**config.mk**
```make
export PLATFORM = sky130hd
export DESIGN_NAME = bht_upd_sched_flat
export DESIGN_NICKNAME = d
export VERILOG_FILES = /design/src/rtl/bht_upd_sched_if.sv /design/src/rtl/bht_upd_sched.sv /design/src/flat_wrapper.sv
export SDC_FILE = /design/constraint.sdc
export NUM_CORES = 1
export LEC_CHECK = 0
export CORE_MARGIN = 5
export CORE_UTILIZATION = 40
export DETAILED_ROUTE_END_ITERATION = 10
export MAX_ROUTING_LAYER = met4
export PLACE_DENSITY = 0.68
export REMOVE_ABC_BUFFERS = 1
export SLEW_MARGIN = 20
export SYNTH_ARGS = -nofsm -noshare
export SYNTH_HDL_FRONTEND = slang
export SYNTH_SLANG_ARGS = --single-unit
export TNS_END_PERCENT = 5
```
**constraint.sdc**
```tcl
create_clock -name clk -period 2.7 [get_ports clk]
set_input_delay 0.54 -clock clk [delete_from_list [all_inputs] [get_ports clk]]
set_output_delay 0.54 -clock clk [all_outputs]
set_load 0.02 [all_outputs]
```
**src/rtl/bht_upd_sched_if.sv**
```systemverilog
// Resolve/update/invalidate signal bundle between the branch-resolution side and the BHT update scheduler.
// The scheduler connects through the slave modport; the requester and the predictor table use the master side.
`ifndef WIDTH_PC
`define WIDTH_PC 32
`endif

interface bht_upd_sched_if #(
   parameter int IDX_W = 7
);
   logic                 res_valid;
   logic [`WIDTH_PC-1:0] res_pc;
   logic                 res_wrong;
   logic                 res_ready;
   logic                 lookup_active;
   logic                 flush_req;
   logic                 upd_en;
   logic [`WIDTH_PC-1:0] upd_pc;
   logic                 upd_wrong;
   logic                 clr_en;
   logic [IDX_W-1:0]     clr_idx;
   logic                 stall_fetch;
   logic                 busy;
   logic                 flush_done;

   modport master (
      output res_valid, res_pc, res_wrong, lookup_active, flush_req,
      input  res_ready, upd_en, upd_pc, upd_wrong, clr_en, clr_idx,
             stall_fetch, busy, flush_done
   );

   modport slave (
      input  res_valid, res_pc, res_wrong, lookup_active, flush_req,
      output res_ready, upd_en, upd_pc, upd_wrong, clr_en, clr_idx,
             stall_fetch, busy, flush_done
   );
endinterface

```
**src/rtl/bht_upd_sched.sv**
```systemverilog
// BHT update scheduler: queues resolved branches and writes them into the table when fetch is idle or starved.
// It also sweeps the whole table clean on a flush. Define BHT_SCHED_BYPASS_EN to write an idle-cycle offer straight through.
`ifndef WIDTH_PC
`define WIDTH_PC 32
`endif

module bht_upd_sched #(
   parameter int QDEPTH     = 4,
   parameter int STARVE_MAX = 8,
   parameter int IDX_W      = 7
) (
   input  logic           clk,
   input  logic           rst,
   bht_upd_sched_if.slave bus
);
   localparam int PTR_W = (QDEPTH > 1) ? $clog2(QDEPTH) : 1;
   localparam int CNT_W = $clog2(QDEPTH + 1);
   localparam int STV_W = $clog2(STARVE_MAX + 1);
   localparam logic [IDX_W-1:0] LAST_IDX = '1;

   typedef struct packed {
      logic [`WIDTH_PC-1:0] pc;
      logic                 wrong;
   } entry_t;

   typedef enum logic {IDLE, FLUSH} state_t;

   state_t           state;
   entry_t           queueMem [QDEPTH];
   logic [PTR_W-1:0] headPtr, tailPtr;
   logic [CNT_W-1:0] count;
   logic [STV_W-1:0] starveCnt;
   logic             stallReg, doneReg;
   logic [IDX_W-1:0] clrIdx;

   logic   isIdle, qEmpty, doPop, doPush, bypassHit;
   entry_t headEntry;

   assign isIdle    = (state == IDLE);
   assign qEmpty    = (count == '0);
   assign headEntry = queueMem[headPtr];

`ifdef BHT_SCHED_BYPASS_EN
   assign bypassHit = isIdle && !bus.flush_req && qEmpty && !bus.lookup_active && bus.res_valid;
`else
   assign bypassHit = 1'b0;
`endif

   // A flush request in IDLE wins over any same-cycle push or pop.
   assign doPop  = isIdle && !bus.flush_req && !qEmpty && (!bus.lookup_active || stallReg);
   assign doPush = bus.res_valid && bus.res_ready && !bus.flush_req && !bypassHit;

   assign bus.res_ready   = isIdle && (count < CNT_W'(QDEPTH));
   assign bus.upd_en      = doPop || bypassHit;
   assign bus.upd_pc      = bypassHit ? bus.res_pc    : headEntry.pc;
   assign bus.upd_wrong   = bypassHit ? bus.res_wrong : headEntry.wrong;
   assign bus.clr_en      = (state == FLUSH);
   assign bus.clr_idx     = clrIdx;
   assign bus.stall_fetch = stallReg;
   assign bus.busy        = !qEmpty || (state == FLUSH);
   assign bus.flush_done  = doneReg;

   // NOTE: queue storage is deliberately not reset; only count decides which slots hold live entries.
   always_ff @(posedge clk) begin
      if (doPush) queueMem[tailPtr] <= entry_t'{pc: bus.res_pc, wrong: bus.res_wrong};
   end

   // NOTE: all state here uses non-blocking assignments so every update sees the pre-edge values.
   always_ff @(posedge clk) begin
      if (rst) begin
         state     <= IDLE;
         headPtr   <= '0;
         tailPtr   <= '0;
         count     <= '0;
         starveCnt <= '0;
         stallReg  <= 1'b0;
         doneReg   <= 1'b0;
         clrIdx    <= '0;
      end else begin
         doneReg  <= 1'b0;
         stallReg <= 1'b0;
         case (state)
            IDLE: begin
               if (bus.flush_req) begin
                  state     <= FLUSH;
                  headPtr   <= '0;
                  tailPtr   <= '0;
                  count     <= '0;
                  starveCnt <= '0;
                  clrIdx    <= '0;
               end else begin
                  if (doPush) tailPtr <= tailPtr + PTR_W'(1);
                  if (doPop)  headPtr <= headPtr + PTR_W'(1);
                  if (doPush && !doPop)      count <= count + CNT_W'(1);
                  else if (doPop && !doPush) count <= count - CNT_W'(1);
                  // Each blocked cycle moves toward a forced write slot one cycle later.
                  if (doPop) begin
                     starveCnt <= '0;
                  end else if (!qEmpty && bus.lookup_active) begin
                     starveCnt <= starveCnt + STV_W'(1);
                     stallReg  <= (starveCnt == STV_W'(STARVE_MAX - 1));
                  end
               end
            end
            FLUSH: begin
               starveCnt <= '0;
               clrIdx    <= clrIdx + IDX_W'(1);
               if (clrIdx == LAST_IDX) begin
                  state   <= IDLE;
                  doneReg <= 1'b1;
               end
            end
            default: state <= IDLE;
         endcase
      end
   end
endmodule
```
**src/flat_wrapper.sv**
```systemverilog
// flat-port wrapper written by rule: the top's interface ports become plain ports
module bht_upd_sched_flat 
#(
   parameter int QDEPTH     = 4,
   parameter int STARVE_MAX = 8,
   parameter int IDX_W      = 7
)
  (clk, rst, bus_res_valid, bus_res_pc, bus_res_wrong, bus_lookup_active, bus_flush_req, bus_res_ready, bus_upd_en, bus_upd_pc, bus_upd_wrong, bus_clr_en, bus_clr_idx, bus_stall_fetch, bus_busy, bus_flush_done);
  bht_upd_sched_if #(.IDX_W(IDX_W)) bus_i ();
  input  logic clk;
  input  logic rst;
  input wire logic [$bits(bus_i.res_valid)-1:0] bus_res_valid;
  input wire logic [$bits(bus_i.res_pc)-1:0] bus_res_pc;
  input wire logic [$bits(bus_i.res_wrong)-1:0] bus_res_wrong;
  input wire logic [$bits(bus_i.lookup_active)-1:0] bus_lookup_active;
  input wire logic [$bits(bus_i.flush_req)-1:0] bus_flush_req;
  output wire logic [$bits(bus_i.res_ready)-1:0] bus_res_ready;
  output wire logic [$bits(bus_i.upd_en)-1:0] bus_upd_en;
  output wire logic [$bits(bus_i.upd_pc)-1:0] bus_upd_pc;
  output wire logic [$bits(bus_i.upd_wrong)-1:0] bus_upd_wrong;
  output wire logic [$bits(bus_i.clr_en)-1:0] bus_clr_en;
  output wire logic [$bits(bus_i.clr_idx)-1:0] bus_clr_idx;
  output wire logic [$bits(bus_i.stall_fetch)-1:0] bus_stall_fetch;
  output wire logic [$bits(bus_i.busy)-1:0] bus_busy;
  output wire logic [$bits(bus_i.flush_done)-1:0] bus_flush_done;
  assign bus_i.res_valid = bus_res_valid;
  assign bus_i.res_pc = bus_res_pc;
  assign bus_i.res_wrong = bus_res_wrong;
  assign bus_i.lookup_active = bus_lookup_active;
  assign bus_i.flush_req = bus_flush_req;
  assign bus_res_ready = bus_i.res_ready;
  assign bus_upd_en = bus_i.upd_en;
  assign bus_upd_pc = bus_i.upd_pc;
  assign bus_upd_wrong = bus_i.upd_wrong;
  assign bus_clr_en = bus_i.clr_en;
  assign bus_clr_idx = bus_i.clr_idx;
  assign bus_stall_fetch = bus_i.stall_fetch;
  assign bus_busy = bus_i.busy;
  assign bus_flush_done = bus_i.flush_done;
  bht_upd_sched #(.QDEPTH(QDEPTH), .STARVE_MAX(STARVE_MAX), .IDX_W(IDX_W)) u_core (.clk(clk), .rst(rst), .bus(bus_i));
endmodule
```
==> results of run 1 <==
## layout make-up
| class | instances | area share |
|---|---|---|
| Tap cell | 184 | 0.0298 |
| Timing Repair Buffer | 101 | 0.142 |
| Multi-Input combinational cell | 138 | 0.186 |
| Inverter | 5 | 0.00243 |
| Clock buffer | 21 | 0.0570 |
| Sequential cell | 155 | 0.573 |
| Clock inverter | 11 | 0.0100 |
## per-stage QoR
| stage | cells | TNS (ns) |
|---|---|---|
| floorplan | 298 | -1.75 |
| global placement | 583 | 0 |
| detailed placement | 583 | 0 |
| CTS | 615 | 0 |
| global route | 615 | 0 |
| finish | 615 | 0 |
## cells by family after synthesis
| family | Yosys count | synth area share |
|---|---|---|
| DFF | 155 | 0.743 |
| and+or+nand+nor | 64 | 0.0616 |
| muxes | 34 | 0.127 |
| AOI/OAI and AO/OA | 30 | 0.0313 |
| buffers and inverters | 21 | 0.0170 |
| adders and majority gates | 7 | 0.0160 |
| xor gates and xnor gates | 3 | 0.00441 |
## cell usage in the layout (no fill, tap or decap), types with 3 or more instances in the layout
cell,instances
nand3_1,9
a21oi_1,10
inv_1,5
nor2_1,15
clkbuf_16,17
dlymetal6s2s_1,21
and2_2,4
ha_1,6
xor2_1,3
nor2b_1,3
o21ai_0,7
clkinv_1,7
dfxtp_1,21
dlygate4sd2_1,3
nand2_1,10
clkdlybuf4s50_1,59
nor3_1,3
buf_12,6
clkbuf_1,4
edfxtp_1,132
or4_1,3
mux4_2,33
a31oi_1,3
nor3b_1,3
buf_4,11
## power by group through the flow
stage / registers (W) / clock network, W / logic, W
after floorplan: 0.00271 / 0 / 0.000126
after global placement: 0.00269 / 0 / 0.000318
after detailed placement: 0.00270 / 0 / 0.000326
after CTS: 0.00265 / 0.00216 / 0.000326
after global routing: 0.00265 / 0.00226 / 0.000344
final: 0.00265 / 0.00210 / 0.000320
## sequential cells by signal, summed over array words and instances (netlist names), named ones only
name	count
u_core.tailPtr	2
u_core.bus.clr_idx	7
u_core.starveCnt	4
u_core.headPtr	2
u_core.bus.stall_fetch	1
u_core.queueMem	132
u_core.count	3
u_core.bus.clr_en	1
u_core.bus.flush_done	1
## per-layer routing
layer	track usage	part of all wire	vias up
met1	0.172	0.44	1642
met3	0.0515	0.054	15
li1	-	-	1469
met5	-	0	-
met4	0.0429	0.011	0
met2	0.222	0.50	85
## path summary, 6_finish.rpt
kind                       start  cells past startpoint  slack, ns                endpoint
min          u_core.starveCnt[3]                      1       0.44  u_core.bus.stall_fetch
min reg2reg  u_core.starveCnt[3]                      1       0.44  u_core.bus.stall_fetch
max reg2reg      u_core.count[2]                      5       0.63         u_core.count[2]
max                bus_flush_req                      4       0.08              bus_upd_en
==> impl_results.md, run 1 <==
- Final Hold Viols: 0
- Pin count of the biggest net entering global routing: 28
- Layout cell share with drive strength beyond 1: 0.195
- Share of Yosys cell area claimed by the top area cell type: 0.666
- Synth top area cells: edfxtp_1, mux4_2, dfxtp_1
- Layout net count: 463
- Yosys warnings: 0
- RSZ-0062 raised after global routing: no
- Combinational share of power: 0.063
- Drt drc: 0
- Final hold slack: 0.443 ns
- Port buffer count: 83
- Worst setup SP type: input port
- Sequential share of power: 0.523
- Antenna cells: 0
- Post-CTS Hold Buffers: 0
- Clock transition at path regs: 0.05 ns
- EDFF count, synth: 132
- Multi-input logic area: 1440 µm²
- Fmax: 0.382 GHz
- # clock sinks: 155
- Worst relative slew slack: 0.667
- Delay-heaviest family, CP: buffers and inverters
- Pre-CTS setup slack: 0.0644 ns
- Most frequent cell on the critical path: clkdlybuf4s50_1
- Gr ovfl total: 0
- Placed Area: 7150 µm²
- Cts repair resizes: 3
- Worst Hold Class: reg -> reg
- Final WL: 11600 µm
- Clk network pwr share: 0.414
- Final setup fails: 0
- Pins over their slew limit: 0
- Crit path DAT: 2.08 ns
- Final core occ: 0.530
- Power Total: 0.00506 W
- Cell Rows: 44
- Switching Power: 0.00103 W
- GPL Wtd Cong: 0.840
- Crit-path max cell delay: 0.61 ns
- Kind of critical path: in -> out
- First drt pass iteration count: 4
- Via count: 3211
- Top FF cell, synth: edfxtp_1
- P_leak: 2.64 nW
- Crit share post-route: 0.971
- WP data required: 2.16 ns
- Final ANT Viol Nets: 0
- FFs w/ async S/R, synth: 0
- Internal: 0.00404 W
- Most frequent cell after synthesis: edfxtp_1
- Maxcap violations: 0
- Sw frac: 0.203
- Clock buffer depth: 2
- Initial antenna violation count: 0
- Slew @ Worst Pin: 0.498 ns
- Sequential standard cell area: 4430 µm²
- Layout area overhead: 29.8%
- Detail Placement HPWL: 7420 µm
- Crit. End Element: output port
- Later-pin clock latency in the skew report: 0.41 ns
- Synthesized area: 5950 µm²
- Post-layout instance area: 7720 µm²
- Syn Area/Cell: 19.0 µm²
- DIE HEIGHT: 132 µm
- Vias in the first global route: 3508
- Sequential element share of the synthesized area: 0.743
- Total die area: 17400 µm²
- CTS tree: yes
- Root Driver: clkbuf_16
- Fill count: 1157
- Die W: 132 µm
- Vias per cell: 5.22
- First-pass GRT wire length: 18600 µm
- CTS H-tree lvls: 4
- Synth cell count leaders: edfxtp_1, mux4_2, dfxtp_1
- Seq cells post-synth: 155
- Num CTS Buffers: 17
- Worst path bufs/invs: 2
- Mapped Cells: 314
- DRT iter0 DRCs: 204
- Synth cell types: 43
- Post-route minimum period: 2.62 ns
- Post-CTS Setup Inserts: 0
- Starting density of the core: 0.408
- Biggest area consumer among synthesized cells: edfxtp_1
- Peak supply drop: 0.450 mV
- GRT Resource Usage Total: 0.141
- Final WS setup: 0.0792 ns
- Clk_skew: 0.00592 ns
- CP Max Fanout: 5
- Core area: 14600 µm²
- I/O pins: 84
- PD cells: 656 nW/µm²
- Slowest CP cell: clkdlybuf4s50_1
- CP cell instances: clkdlybuf4s50_1 -> or2_2 -> nor2_1 -> clkdlybuf4s50_1
- Status: finished, final reports clean
- Routed WL per cell: 18.9 µm
Note: power is estimated with default switching activity, not from simulation.
==> run 2: changes to the inputs <==
CELL_PAD_IN_SITES_DETAIL_PLACEMENT = 0   (was default)
CELL_PAD_IN_SITES_GLOBAL_PLACEMENT = 2   (was default)
PLACE_DENSITY = 0.84   (was 0.68)
==> run 2 against run 1 <==
Compared with the run above: routed wire length shrank 3.8%; first-iteration DRC count down 21%; final cell count rose by 0.49%; combinational power is 2% lower; hold slack improved by 0.0069 ns; core utilization up 0.20 points; register-to-register slack about the same; clock skew about the same; clock power is essentially flat; worst setup slack got worse by 0.0074 ns; count of clock-buffer cells in the layout shrank 4; maximum frequency down 0.28%; largest power group unchanged.
==> impl_results.md, run 2 (synthesized netlist as in run 1, its figures left out) <==
- Num CTS Buffers: 17 (unchanged)
- Hold depth: 1 (unchanged)
- PD cells: 656 nW/µm² (about the same)
- Pre-CTS setup slack: 0.0898 ns (was 0.0644 ns)
- Worst relative slew slack: 0.678 (was 0.667)
- Total die area: 17400 µm² (unchanged)
- Routed WL per cell: 18.1 µm (was 18.9 µm)
- Final core occ: 0.531 (was 0.530)
- Commonest non-fill, non-tap cell in the layout: edfxtp_1 (unchanged)
- P_leak: 2.62 nW (was 2.64 nW)
- Post-route minimum period: 2.63 ns (was 2.62 ns)
- Later-pin clock latency in the skew report: 0.41 ns (about the same)
- Commonest non-fill, non-tap cells in the layout: edfxtp_1, clkdlybuf4s50_1, mux4_2 (unchanged)
- Register-to-register setup slack: 0.63 ns (about the same)
- Vias per cell: 5.08 (was 5.22)
- GRT Resource Usage Total: 0.136 (was 0.141)
- Worst Hold Class: reg -> reg (unchanged)
- Clk_skew: 0.00615 ns (was 0.00592 ns)
- Worst setup SP type: flip-flop (was input port)
- Layout area overhead: 30.2% (was 29.8%)
- Endpoint, Worst Hold: u_core.bus.stall_fetch (unchanged)
- Final Hold Viols: 0 (unchanged)
- Status: finished, final reports clean (unchanged)
- Vias in the first global route: 3342 (was 3508)
- Initial antenna violation count: 0 (unchanged)
- Crit. End Element: output port (unchanged)
- Cell Rows: 44 (unchanged)
- I/O pins: 84 (unchanged)
- Final WS setup: 0.0718 ns (was 0.0792 ns)
- Worst reg2reg path depth: 5 (unchanged)
- Antenna cells: 0 (unchanged)
- Fmax: 0.380 GHz (was 0.382 GHz)
- CTS tree: yes (unchanged)
- WP data required: 2.16 ns (about the same)
- Internal: 0.00397 W (was 0.00404 W)
- Pins over their slew limit: 0 (unchanged)
- Clock buffer depth: 2 (unchanged)
- Port buffer count: 83 (unchanged)
- Cells after DPL: 586 (was 583)
- Crit share post-route: 0.973 (was 0.971)
- Slew @ Worst Pin: 0.481 ns (was 0.498 ns)
- DIE HEIGHT: 132 µm (unchanged)
- Die W: 132 µm (unchanged)
- CTS H-tree lvls: 4 (unchanged)
- GPL Wtd Cong: 0.771 (was 0.840)
- Post-route insts no fill: 618 (was 615)
- Pin count of the biggest net entering global routing: 26 (was 28)
- Most flop-heavy register: u_core.queueMem (unchanged)
- Post-CTS Hold Buffers: 0 (unchanged)
- Placed Area: 7180 µm² (was 7150 µm²)
- Clk network pwr share: 0.418 (was 0.414)
- Hold Crit Start: u_core.starveCnt[3] (unchanged)
- Final WL: 11200 µm (was 11600 µm)
- # clock sinks: 155 (unchanged)
- Max reg flops: 132 (unchanged)
- Combinational share of power: 0.062 (was 0.063)
- Setup TNS: 0 ns (unchanged)
- Reg2reg end: u_core.count[2] (unchanged)
- Clock transition at path regs: 0.06 ns (was 0.05 ns)
- Peak supply drop: 0.395 mV (was 0.450 mV)
- Post-layout instance area: 7750 µm² (was 7720 µm²)
- CP Max Fanout: 13 (was 5)
- Final setup fails: 0 (unchanged)
- Switching Power: 0.00111 W (was 0.00103 W)
- Detail Placement HPWL: 7400 µm (was 7420 µm)
- First-pass GRT wire length: 17700 µm (was 18600 µm)
- Layout net count: 466 (was 463)
- DRT iter0 DRCs: 162 (was 204)
- Drt drc: 0 (unchanged)
- Sequential share of power: 0.520 (was 0.523)
- Starting density of the core: 0.408 (unchanged)
- Sw frac: 0.219 (was 0.203)
- Root Driver: clkbuf_16 (unchanged)
- Kind of critical path: reg -> out (was in -> out)
- RSZ-0062 raised after global routing: yes (was no)
- Layout cell share with drive strength beyond 1: 0.224 (was 0.195)
- Final ANT Viol Nets: 0 (unchanged)
- Core area: 14600 µm² (unchanged)
- Post-CTS Setup Inserts: 0 (unchanged)
- Via count: 3137 (was 3211)
- Maxcap violations: 0 (unchanged)
- Crit path DAT: 2.09 ns (was 2.08 ns)
- Gr ovfl total: 0 (unchanged)
- First drt pass iteration count: 4 (unchanged)
- FF-to-FF Start: u_core.count[2] (unchanged)
-- run 2: changes by cell type in the layout (fill, tap and decap cells not counted), sizes merged --
cell	change
dlygate4sd2	+7
dlymetal6s2s	-7
inv	+6
clkbuf	-4
buf	+3
clkinv	-3
clkinvlp	+2
bufinv	-1
-- run 2: how the worst max path moves through the flow --
stage | slack [ns] | to | startpoint
after floorplan | -0.05 | bus_upd_pc[0] | flip-flop
after global placement | 0.09 | bus_upd_en | bus_flush_req
after detailed placement | 0.09 | bus_upd_en | bus_flush_req
after CTS | 0.002 | bus_upd_pc[15] | flip-flop
after global routing | -0.03 | bus_upd_pc[25] | flip-flop
final | 0.07 | bus_upd_pc[25] | flip-flop
-- run 2: stage by stage --
stage	hold slack [ns]	total power, W
final	0.450	0.00509
after global routing	0.491	0.00528
after CTS	0.455	0.00515
after detailed placement	0.445	0.00302
after global placement	0.437	0.00301
after floorplan	0.431	0.00283
-- run 2: critical path: stages, from the launching register on --
cell and delay (ns):
dfxtp_4 0.43, buf_12 0.19, mux4_2 0.50, clkdlybuf4s50_1 0.55
-- run 2: repair_timing --
item                       in CTS  in global routing
gates resized for setup        11                 16
pin swaps                       0                  0
cloned                          0                  0
setup endpoints to repair      30                 17
-- run 2: power by group through the flow --
stage / Clock (W) / Combinational, W / Sequential, W
detailed placement: 0 / 0.000323 / 0.00270
global route: 0.00230 / 0.000339 / 0.00265
finish: 0.00213 / 0.000315 / 0.00265
CTS: 0.00218 / 0.000319 / 0.00265
global placement: 0 / 0.000318 / 0.00270
floorplan: 0 / 0.000126 / 0.00271
-- run 2: final cells by class --
cell class | instances | area, µm²
clock buffers | 17 | 425
clock inverters | 15 | 111
fillers | 1150 | 6840
inverters | 5 | 18.8
multi-input cells | 138 | 1440
flip-flops and latches | 155 | 4430
well taps | 184 | 230
repair buffers | 104 | 1100
-- run 2: metal layers --
| layer | track usage | vias up | share of wire |
|---|---|---|---|
| li1 | - | 1475 | - |
| met1 | 0.165 | 1567 | 0.45 |
| met5 | - | - | 0 |
| met4 | 0.0566 | 0 | 0.018 |
| met2 | 0.215 | 76 | 0.49 |
| met3 | 0.0370 | 19 | 0.040 |
==> run 3: changes to the inputs <==
CORE_UTILIZATION = 30   (was 40)
PLACE_DENSITY = 0.68   (was 0.84)
SLEW_MARGIN = 25   (was 20)
==> run 3 against run 2 <==
Compared with the run above: clock skew increased by 0.0015 ns; worst setup slack better by 0.026 ns; design area increased by 0.27%; clock power is 5% higher; die area increased by 31%; critical path depth is 1 higher; non-clock buffer count decreased by 3; flip-flop and latch count is the same; total power rose by 1.9%; critical endpoint is now bus_upd_en; via count increased by 0.86%.
==> impl_results.md, run 3 (synthesized netlist as in run 1, its figures left out) <==
- Worst path bufs/invs: 2 (unchanged)
- Commonest non-fill, non-tap cell in the layout: edfxtp_1 (unchanged)
- Met3 Use GR: 0.0365 (was 0.0370)
- Clock buffer depth: 2 (unchanged)
- PD cells: 667 nW/µm² (was 656 nW/µm²)
- Worst relative slew slack: 0.660 (was 0.678)
- Layout net count: 463 (was 466)
- Final ANT Viol Nets: 0 (unchanged)
- P_leak: 2.51 nW (was 2.62 nW)
- Most frequent cell on the critical path: clkdlybuf4s50_1
- Worst setup SP type: input port (was flip-flop)
- Port buffer count: 83 (unchanged)
- Cell Rows: 51 (was 44)
- Fill count: 1815 (was 1150)
- Clk_skew: 0.00769 ns (was 0.00615 ns)
- Most flop-heavy register: u_core.queueMem (unchanged)
- DIE HEIGHT: 151 µm (was 132 µm)
- Antenna cells: 0 (unchanged)
- Worst path depth: 4 (was 3)
- Reg2reg end: u_core.count[2] (unchanged)
- FF-to-FF Start: u_core.count[2] (unchanged)
- Core area: 19500 µm² (was 14600 µm²)
- CP cell instances: clkdlybuf4s50_1 -> or2_2 -> nor2_1 -> clkdlybuf4s50_1 (was buf_12 -> mux4_2 -> clkdlybuf4s50_1)
- Vias in the first global route: 3414 (was 3342)
- Combinational share of power: 0.059 (was 0.062)
- Clk network pwr share: 0.430 (was 0.418)
- Fmax: 0.384 GHz (was 0.380 GHz)
- Status: finished, final reports clean (unchanged)
- I/O pins: 84 (unchanged)
- Sequential standard cell area: 4430 µm² (about the same)
- Sequential share of power: 0.510 (was 0.520)
- Later-pin clock latency in the skew report: 0.41 ns (about the same)
- Switching Power: 0.00106 W (was 0.00111 W)
- Post-CTS Hold Buffers: 0 (unchanged)
- Internal: 0.00413 W (was 0.00397 W)
- Register-to-register setup slack: 0.66 ns (was 0.63 ns)
- Worst Hold Class: reg -> reg (unchanged)
- Peak supply drop: 0.432 mV (was 0.395 mV)
- DRT iter0 DRCs: 140 (was 162)
- # clock sinks: 155 (unchanged)
- Sw frac: 0.204 (was 0.219)
- Commonest non-fill, non-tap cells in the layout: edfxtp_1, clkdlybuf4s50_1, mux4_2, dlygate4sd2_1, dfxtp_1 (was edfxtp_1, clkdlybuf4s50_1, mux4_2)
- CTS tree: yes (unchanged)
- Post-route minimum period: 2.60 ns (was 2.63 ns)
- Slew @ Worst Pin: 0.509 ns (was 0.481 ns)
- Via count: 3164 (was 3137)
- Crit path DAT: 2.06 ns (was 2.09 ns)
- CP startpoint: bus_flush_req
- CP Max Fanout: 4 (was 13)
- Vias per cell: 4.55 (was 5.08)
- Total die area: 22800 µm² (was 17400 µm²)
- Root Driver: clkbuf_16 (unchanged)
- Final WL: 11900 µm (was 11200 µm)
- Gr ovfl total: 0 (unchanged)
- Max reg flops: 132 (unchanged)
- Crit share post-route: 0.964 (was 0.973)
- CTS H-tree lvls: 4 (unchanged)
- Final core occ: 0.398 (was 0.531)
- Layout cell share with drive strength beyond 1: 0.209 (was 0.224)
- Pins over their slew limit: 0 (unchanged)
- Num CTS Buffers: 17 (unchanged)
- WP data required: 2.16 ns (about the same)
- Starting density of the core: 0.305 (was 0.408)
- Final hold slack: 0.449 ns (was 0.450 ns)
- Post-layout instance area: 7770 µm² (was 7750 µm²)
- Delay-heaviest family, CP: buffers and inverters (unchanged)
- Routed WL per cell: 17.2 µm (was 18.1 µm)
- RSZ-0062 raised after global routing: no (was yes)
- Clock transition at path regs: 0.06 ns (about the same)
- Crit. End Element: output port (unchanged)
- Drt drc: 0 (unchanged)
- Multi-input logic area: 1440 µm² (unchanged)
- Maxcap violations: 0 (unchanged)
- Final setup fails: 0 (unchanged)
- GR Util met2: 0.178 (was 0.215)
- Pin count of the biggest net entering global routing: 34 (was 26)
- End of the critical path: bus_upd_en (was bus_upd_pc[25])
- Most Used Layer, Global Route: met2 (unchanged)
- Kind of critical path: in -> out (was reg -> out)
- Layout area overhead: 30.6% (was 30.2%)
- Crit-path max cell delay: 0.61 ns (was 0.55 ns)
- Placed Area: 7250 µm² (was 7180 µm²)
- First drt pass iteration count: 4 (unchanged)
- GPL Wtd Cong: 0.742 (was 0.771)
- First-pass GRT wire length: 18800 µm (was 17700 µm)
- Initial antenna violation count: 0 (unchanged)
- Met1 GRT Util: 0.142 (was 0.165)
- GRT Resource Usage Total: 0.113 (was 0.136)
- Final Hold Viols: 0 (unchanged)
- Die W: 151 µm (was 132 µm)
- Worst reg2reg path depth: 5 (unchanged)
- Detail Placement HPWL: 7710 µm (was 7400 µm)
- Slowest CP cell: clkdlybuf4s50_1 (unchanged)
-- run 3: cell count changes in the layout (fill, tap and decap cells not counted), sizes merged, moves of 2 or more --
cell,before,now
buf,21,18
bufinv,0,2
clkbuf,17,19
clkdlybuf4s50,59,50
clkinv,5,9
dlygate4sd2,10,33
dlymetal6s2s,14,0
inv,12,5
-- run 3: timing repair --
| action | 4_1_cts | 5_1_grt |
|---|---|---|
| buffers inserted | 0 | 0 |
| gates resized for setup | 33 | 1 |
| cloned | 0 | 0 |
| pin swaps | 0 | 0 |
| setup endpoints to repair | 33 | 1 |
-- run 3: worst reg2reg max path, cell delays in order (launching register included) --
cell and delay [ns]:
dfxtp_1 0.48, or3_4 0.26, a21boi_2 0.09, fa_1 0.38, or4b_1 0.51, a311oi_1 0.24
-- run 3: cell type report --
type,instances,share of cell area
Clock buffer,19,0.0557
Inverter,5,0.00241
Multi-Input combinational cell,138,0.185
Timing Repair Buffer,101,0.129
Clock inverter,13,0.0164
Tap cell,265,0.0426
Sequential cell,155,0.569
-- run 3: power groups by stage --
stage / clock network, W / logic (W) / registers (W)
2_1_floorplan: 0 / 0.000126 / 0.00271
3_3_place_gp: 0 / 0.000325 / 0.00269
3_5_place_dp: 0 / 0.000329 / 0.00270
4_1_cts: 0.00231 / 0.000313 / 0.00265
5_1_grt: 0.00242 / 0.000333 / 0.00265
6_report: 0.00223 / 0.000307 / 0.00265
-- run 3: through the flow --
step / setup slack (ns) / TNS (ns) / std cells / total power [W]
global route: 0.0333 / 0 / 696 / 0.00540
CTS: 0.0268 / 0 / 696 / 0.00526
global placement: 0.0677 / 0 / 664 / 0.00302
detailed placement: 0.0878 / 0 / 664 / 0.00303
finish: 0.0973 / 0 / 696 / 0.00518
floorplan: -0.0531 / -1.75 / 298 / 0.00283
-- run 3: worst min-delay path by stage --
| stage | startpoint | end | slack (ns) | cells after the start |
|---|---|---|---|---|
| final | u_core.starveCnt[3] | u_core.bus.stall_fetch | 0.45 | 1 |
| after global routing | u_core.starveCnt[3] | u_core.bus.stall_fetch | 0.47 | 1 |
| after CTS | u_core.starveCnt[3] | u_core.bus.stall_fetch | 0.45 | 1 |
| after detailed placement | u_core.starveCnt[3] | u_core.bus.stall_fetch | 0.44 | 1 |
| after global placement | u_core.starveCnt[3] | u_core.bus.stall_fetch | 0.44 | 1 |
| after floorplan | u_core.starveCnt[3] | u_core.bus.stall_fetch | 0.43 | 1 |
-- run 3: routing by layer --
| layer | part of all wire | routed length, µm | vias up |
|---|---|---|---|
| met5 | 0 | 0 | - |
| met3 | 0.054 | 645 | 13 |
| met2 | 0.48 | 5790 | 80 |
| met4 | 0.011 | 127 | 0 |
| li1 | - | - | 1465 |
| met1 | 0.45 | 5380 | 1606 |
